==> config.mk <==
export PLATFORM = sky130hd
export DESIGN_NAME = mybullet_app
export DESIGN_NICKNAME = d
export VERILOG_FILES = /design/src/rtl/mybullet_app.sv
export SDC_FILE = /design/constraint.sdc
export NUM_CORES = 1
export LEC_CHECK = 0
export BUFFER_PORTS_ARGS = -buffer_cell sky130_fd_sc_hd__buf_4
export CAP_MARGIN = 15
export CORE_ASPECT_RATIO = 0.9
export CORE_UTILIZATION = 46
export CTS_BUF_LIST = sky130_fd_sc_hd__clkbuf_4
export CTS_CLUSTER_DIAMETER = 30
export CTS_CLUSTER_SIZE = 25
export DETAILED_ROUTE_END_ITERATION = 10
export GPL_TIMING_DRIVEN = 1
export PLACE_DENSITY = 0.84
export SYNTH_ARGS = -nofsm -noshare
export SYNTH_HDL_FRONTEND = slang
export SYNTH_SLANG_ARGS = --single-unit
export TNS_END_PERCENT = 20
==> constraint.sdc <==
create_clock -name clk -period 2.6 [get_ports clk]
set_input_delay 0.39 -clock clk [delete_from_list [all_inputs] [get_ports clk]]
set_output_delay 0.39 -clock clk [all_outputs]
set_load 0.01 [all_outputs]
==> src/rtl/mybullet_app.sv <==
// Player bullet: launches from the tank cell, steps one cell per clk_4Hz tick and reports enemy hits.
// DONE is the single cycle after a flight ends; it parks the outputs. Define MYBUL_FAST_EN to tick on both clk_4Hz edges.
module mybullet_app (
  input  logic       clk,
  input  logic       rst,
  input  logic       clk_4Hz,
  input  logic       bul_en,
  input  logic       bul_sht,
  input  logic [4:0] tank_x,
  input  logic [4:0] tank_y,
  input  logic [1:0] tank_dir,
  input  logic [4:0] enemy1_x,
  input  logic [4:0] enemy1_y,
  input  logic [4:0] enemy2_x,
  input  logic [4:0] enemy2_y,
  input  logic [4:0] enemy3_x,
  input  logic [4:0] enemy3_y,
  input  logic [4:0] enemy4_x,
  input  logic [4:0] enemy4_y,
  input  logic [3:0] enemy_alive,
  output logic [4:0] bul_x,
  output logic [4:0] bul_y,
  output logic       mybul_state_feedback,
  output logic [3:0] hit_enemy
);

  localparam logic [4:0] PARK  = 5'h1F;
  localparam logic [4:0] X_MAX = 5'd15;
  localparam logic [4:0] Y_MAX = 5'd19;

  typedef enum logic [1:0] {IDLE, FLY, DONE} state_t;

  state_t     state_q;
  logic       c4_prev_q;
  logic [1:0] dir_q;
  logic [4:0] bul_x_q;
  logic [4:0] bul_y_q;
  logic       fb_q;
  logic [3:0] hit_q;

  logic       tick;
  logic [4:0] step_x_d;
  logic [4:0] step_y_d;
  logic       step_off;
  logic       on_field;
  logic [3:0] hit_d;

`ifdef MYBUL_FAST_EN
  assign tick = clk_4Hz ^ c4_prev_q;
`else
  assign tick = clk_4Hz & ~c4_prev_q;
`endif

  always_comb begin
    step_x_d = bul_x_q;
    step_y_d = bul_y_q;
    case (dir_q)
      2'b00:   step_y_d = bul_y_q + 5'd1;
      2'b01:   step_y_d = bul_y_q - 5'd1;
      2'b10:   step_x_d = bul_x_q + 5'd1;
      default: step_x_d = bul_x_q - 5'd1;
    endcase
  end

  // Decrementing past 0 wraps to 31, so one upper-bound compare catches every exit.
  assign step_off = (step_x_d > X_MAX) || (step_y_d > Y_MAX);
  assign on_field = (bul_x_q <= X_MAX) && (bul_y_q <= Y_MAX);

  assign hit_d = on_field ? {enemy_alive[3] && (enemy4_x == bul_x_q) && (enemy4_y == bul_y_q),
                             enemy_alive[2] && (enemy3_x == bul_x_q) && (enemy3_y == bul_y_q),
                             enemy_alive[1] && (enemy2_x == bul_x_q) && (enemy2_y == bul_y_q),
                             enemy_alive[0] && (enemy1_x == bul_x_q) && (enemy1_y == bul_y_q)}
                          : 4'b0000;

  always_ff @(posedge clk) begin
    if (rst) begin
      state_q   <= IDLE;
      c4_prev_q <= 1'b0;
      dir_q     <= 2'b00;
      bul_x_q   <= PARK;
      bul_y_q   <= PARK;
      fb_q      <= 1'b0;
      hit_q     <= 4'b0000;
    end else begin
      c4_prev_q <= clk_4Hz;
      hit_q     <= 4'b0000;
      case (state_q)
        IDLE: begin
          if (bul_sht && bul_en) begin
            state_q <= FLY;
            bul_x_q <= tank_x;
            bul_y_q <= tank_y;
            dir_q   <= tank_dir;
            fb_q    <= 1'b1;
          end
        end
        FLY: begin
          // A hit takes priority over a coincident tick; the bullet stays on the struck cell.
          if (|hit_d) begin
            hit_q   <= hit_d;
            state_q <= DONE;
          end else if (tick) begin
            if (step_off) begin
              state_q <= DONE;
            end else begin
              bul_x_q <= step_x_d;
              bul_y_q <= step_y_d;
            end
          end
        end
        DONE: begin
          state_q <= IDLE;
          fb_q    <= 1'b0;
          bul_x_q <= PARK;
          bul_y_q <= PARK;
        end
        default: state_q <= IDLE;
      endcase
    end
  end

  assign bul_x                = bul_x_q;
  assign bul_y                = bul_y_q;
  assign mybul_state_feedback = fb_q;
  assign hit_enemy            = hit_q;

endmodule

==> impl_summary.log <==
[metrics] weighted congestion reported at the end of routability-driven placement: 0.847
[metrics] r2r setup slk: 0.09 ns
[metrics] residual overflow from global routing: 0
[metrics] final-report hold violation count: 0
[metrics] number of flip-flops and latches in the synthesized netlist: 20
[metrics] fillers: 362
[metrics] worst setup path startpoint: dir_q[0]
[metrics] Routed met3 length: 425 µm
[metrics] count of buffers added by post-CTS timing repair for setup: 0
[metrics] largest cells by area after synthesis: dfxtp_1 (20%), xor2_1 (16%), nor2_1 (7.6%)
[metrics] adder-cell area share of the yosys netlist: 0.0671
[metrics] maximum root-to-sink buffer count: 2
[metrics] category of cells accounting for the largest share of critical-path delay: simple AND/OR/NAND/NOR gates
[metrics] setup violators final: 0
[metrics] Leak Pwr: 1.19 nW
[metrics] fraction of layout cells with a size suffix above 1: 0.345
[metrics] data required time of the worst path: 2.78 ns
[metrics] pin count of the biggest net entering global routing: 28
[metrics] Post-synth top flop: dfxtp_1
[metrics] count of cells resized by post-cts repair: 0
[metrics] combined global-route utilization of all metal layers: 0.229
[metrics] number of synthesized flops with an enable pin: 0
[metrics] power density over the cells: 536 nW/µm²
[metrics] vias in the first global route: 1,882
[metrics] most area-hungry cell type in the Yosys netlist: dfxtp_1
[metrics] first-pass GRT wire length: 8.38 mm
[metrics] stages on the worst setup path: 10
[metrics] DPL Wire Length: 4.10 mm
[metrics] Synth Area in XOR/XNOR: 0.191
[metrics] share of the synthesized area in the top cell type: 0.203
[metrics] worst rel slew slack: 0.568
[metrics] Vias: 1,974
[metrics] overall die width: 71.1 µm
[metrics] main combinational cell family by area after synthesis: simple AND/OR/NAND/NOR gates
[metrics] highest clock rate: 0.398 GHz
[metrics] multiplexer share of the synthesized area: 0.0778
[metrics] TritonCTS clock tree: built
[metrics] number of maximum-capacitance constraint violations: 0
[metrics] basic-gate share of the synthesized area counting and, or, nand and nor cells: 0.242
[metrics] Min-Delay Path Class: input port to register
[metrics] final clock period utilization by the worst path: 0.967
[metrics] count of pins on the block boundary: 76
[metrics] synthesized netlist net count: 317
[metrics] share of flip-flops with an asynchronous set or reset after synthesis: 0
[metrics] Critical path destination: bul_x[4]
[metrics] CP cell instances: nand2b_2 -> inv_1 -> fa_1 -> nor2b_1 -> o21a_1 -> or3_4 -> and3_4 -> o211a_1 -> a2111oi_1 -> mux2i_1
[metrics] largest driver fanout on the critical path: 5
[metrics] fraction of the yosys area taken by sequential cells: 0.203
[metrics] worst voltage drop across the vdd grid: 0.000347 V
[metrics] launching element type of the critical path: register
[metrics] Total Nets Final: 391
[metrics] mapped cell area: 1980 µm²
[metrics] final setup skew: 0.00204 ns
[metrics] post-route antenna net violation count: 0
[metrics] number of buffer cells added on primary ports: 75
[metrics] instance count of the mapped netlist: 246
[metrics] synthesis warning total: 0
[metrics] highest routed metal layer: met4
[metrics] area of the core region: 4100 µm²
[metrics] Core Rows: 22
[metrics] Max stage delay on crit path: 0.39 ns
[metrics] CTS root buf: clkbuf_4
[metrics] outcome: finished, violations left
[metrics] wire length after detailed routing: 5.32 mm
[metrics] cell area after layout: 2660 µm²
[metrics] number of standard cells in the layout, taps in and fillers out: 367
[metrics] vias per inst: 5.38
[metrics] Worst Setup Path Type: register to register
[metrics] post-synthesis area per instance: 8.04 µm²
[metrics] maximum level of the CTS H-tree: 1
[metrics] total CTS buffers: 3
[metrics] worst r2r path cells: 10
[metrics] smallest hold slack: 0.325 ns
[metrics] startpoint of the most critical register-to-register path: dir_q[0]
[metrics] clock period minus worst slack: 2.51 ns
[metrics] crit path max-delay cell type: or3_4
[metrics] violations in the final reports: design-rule violations
[metrics] Synth-to-Final Area Change: 34.7%
[metrics] transition time of the tightest slew-check pin: 0.648 ns
[metrics] post-detailed-route DRC marker count: 11
[metrics] placed instance area: 2600 µm²
[metrics] count of different cell masters after synthesis: 43
[metrics] first-iteration detailed-routing DRC count: 79
[metrics] post-placement cell count: 363
[metrics] met2 WL post-DR: 2.55 mm
[metrics] Die Outline Area: 4560 µm²
[metrics] Die H: 64.2 µm
[metrics] met1 WL: 2.33 mm
[metrics] routed wirelength normalized by instance count: 14.5 µm
[metrics] data arrival time at the worst-slack endpoint: 2.70 ns
[metrics] endpoint kind of the worst setup timing path: register
[metrics] Slew Limit Fails: 0
[metrics] CP bufs+invs: 1
[metrics] CTS clock-pin slew for the worst setup and hold paths: 0.12 ns
[metrics] Compound-Gate Fraction of Synth Area: 0.153
[metrics] count of inserted antenna diode cells: 0
[metrics] smallest setup slack after layout: 0.0868 ns
[metrics] Initial Util: 0.482
[metrics] Hold-fix buffers, CTS: 0
[metrics] TritonRoute pass-1 iters: 7
[metrics] initial antenna violation count: 0
[metrics] # clock sinks: 20
[metrics] latest clock arrival within the worst-skew pair: 0.30 ns
[metrics] capturing point of the worst reg2reg path: bul_x[4]
[metrics] Post-Place Worst Slack: 0.0586 ns
==> how the worst min path moves through the flow <==
stage / from / endpoint / slack [ns] / cells after the start
after global placement: mybul_state_feedback / mybul_state_feedback / 0.48 / 2
after detailed placement: mybul_state_feedback / mybul_state_feedback / 0.48 / 2
after floorplan: state_q[1] / state_q[1] / 0.49 / 1
final: tank_dir[0] / dir_q[0] / 0.32 / 3
after CTS: tank_dir[0] / dir_q[0] / 0.32 / 3
after global routing: tank_dir[1] / dir_q[1] / 0.33 / 3
==> worst reg2reg max path, delay by kind of cell (launching register included) <==
family / cells / cell delay [ns]
simple gates: 4 / 0.91
compound gates: 3 / 0.69
flops: 1 / 0.35
fa+ha+maj: 1 / 0.22
buf+inv: 1 / 0.13
mux: 1 / 0.11
==> Yosys cell counts, types with 2 or more instances <==
library cell / count
inv_1: 9
a2111oi_0: 2
mux2i_1: 12
nor4_1: 8
nor2_1: 40
nand4_1: 5
a21oi_2: 2
dfxtp_1: 20
nand3_1: 2
nand2b_1: 6
nor3b_1: 3
xnor2_1: 6
nor3_1: 3
xor2_1: 37
clkbuf_1: 8
nor2b_1: 7
a21o_1: 3
o21a_1: 4
buf_2: 8
a21oi_1: 23
buf_6: 2
mux2_2: 3
nor3_2: 3
nand2_1: 2
and4_1: 2
ha_1: 9
==> state kept, by name, summed over array words and instances (netlist names) <==
signal and count:
mybul_state_feedback 1, bul_x 5, hit_enemy 4, c4_prev_q 1
state_q 2, dir_q 2, bul_y 5
==> layout by cell type (no fill, tap or decap), types with 2 or more instances in the layout <==
cell type,instances
o21a_1,4
buf_4,88
mux2i_1,12
dfxtp_2,2
xnor2_1,6
xor2_1,37
nor3_2,3
and4_1,2
dfxtp_1,18
nor3_1,3
clkbuf_4,3
nor4_1,8
nand4_1,5
mux2_2,3
inv_1,9
a21o_1,3
a21oi_1,23
nand3_1,2
nor2_1,40
nor2b_1,6
nand2_1,2
nor3b_1,3
nand2b_1,5
ha_1,8
==> where the power goes <==
part	internal (mW)	switching, mW	total (mW)
clock network	0.0559	0.0967	0.153
logic	0.437	0.436	0.872
registers	0.346	0.0551	0.401
total	0.839	0.587	1.43
==> cells by family (layout without fill, tap and decap cells) <==
logic type                 count (synthesis)  in the layout
AOI/OAI and AO/OA                         44             44
xor gates and xnor gates                  43             43
adders and majority gates                 10             10
buffers and inverters                     28            101
DFF                                       20             20
muxes                                     15             15
and+or+nand+nor                           86             86
==> through the flow <==
stage,TNS (ns),util,total power [mW]
4_1_cts,0,0.640,1.40
3_3_place_gp,0,0.633,1.23
2_1_floorplan,0,-,0.994
6_report,0,0.649,1.43
5_1_grt,-0.00870,0.649,1.53
3_5_place_dp,0,0.633,1.25
==> final cells by class <==
class                   count  area, µm²  area share
multi-input cells         198       1480       0.555
repair buffers             88        661       0.248
flip-flops and latches     20        403       0.151
well taps                  48       60.1      0.0226
inverters                   9       33.8      0.0127
clock buffers               3       22.5     0.00846
clock inverters             1       3.75     0.00141
==> routing by layer <==
layer / GRT usage / up-vias
met5: 0 / -
met4: 0.0425 / 0
met3: 0.0473 / 2
met2: 0.400 / 81
met1: 0.293 / 899
li1: - / 992
Note: power is estimated with default switching activity, not from simulation.
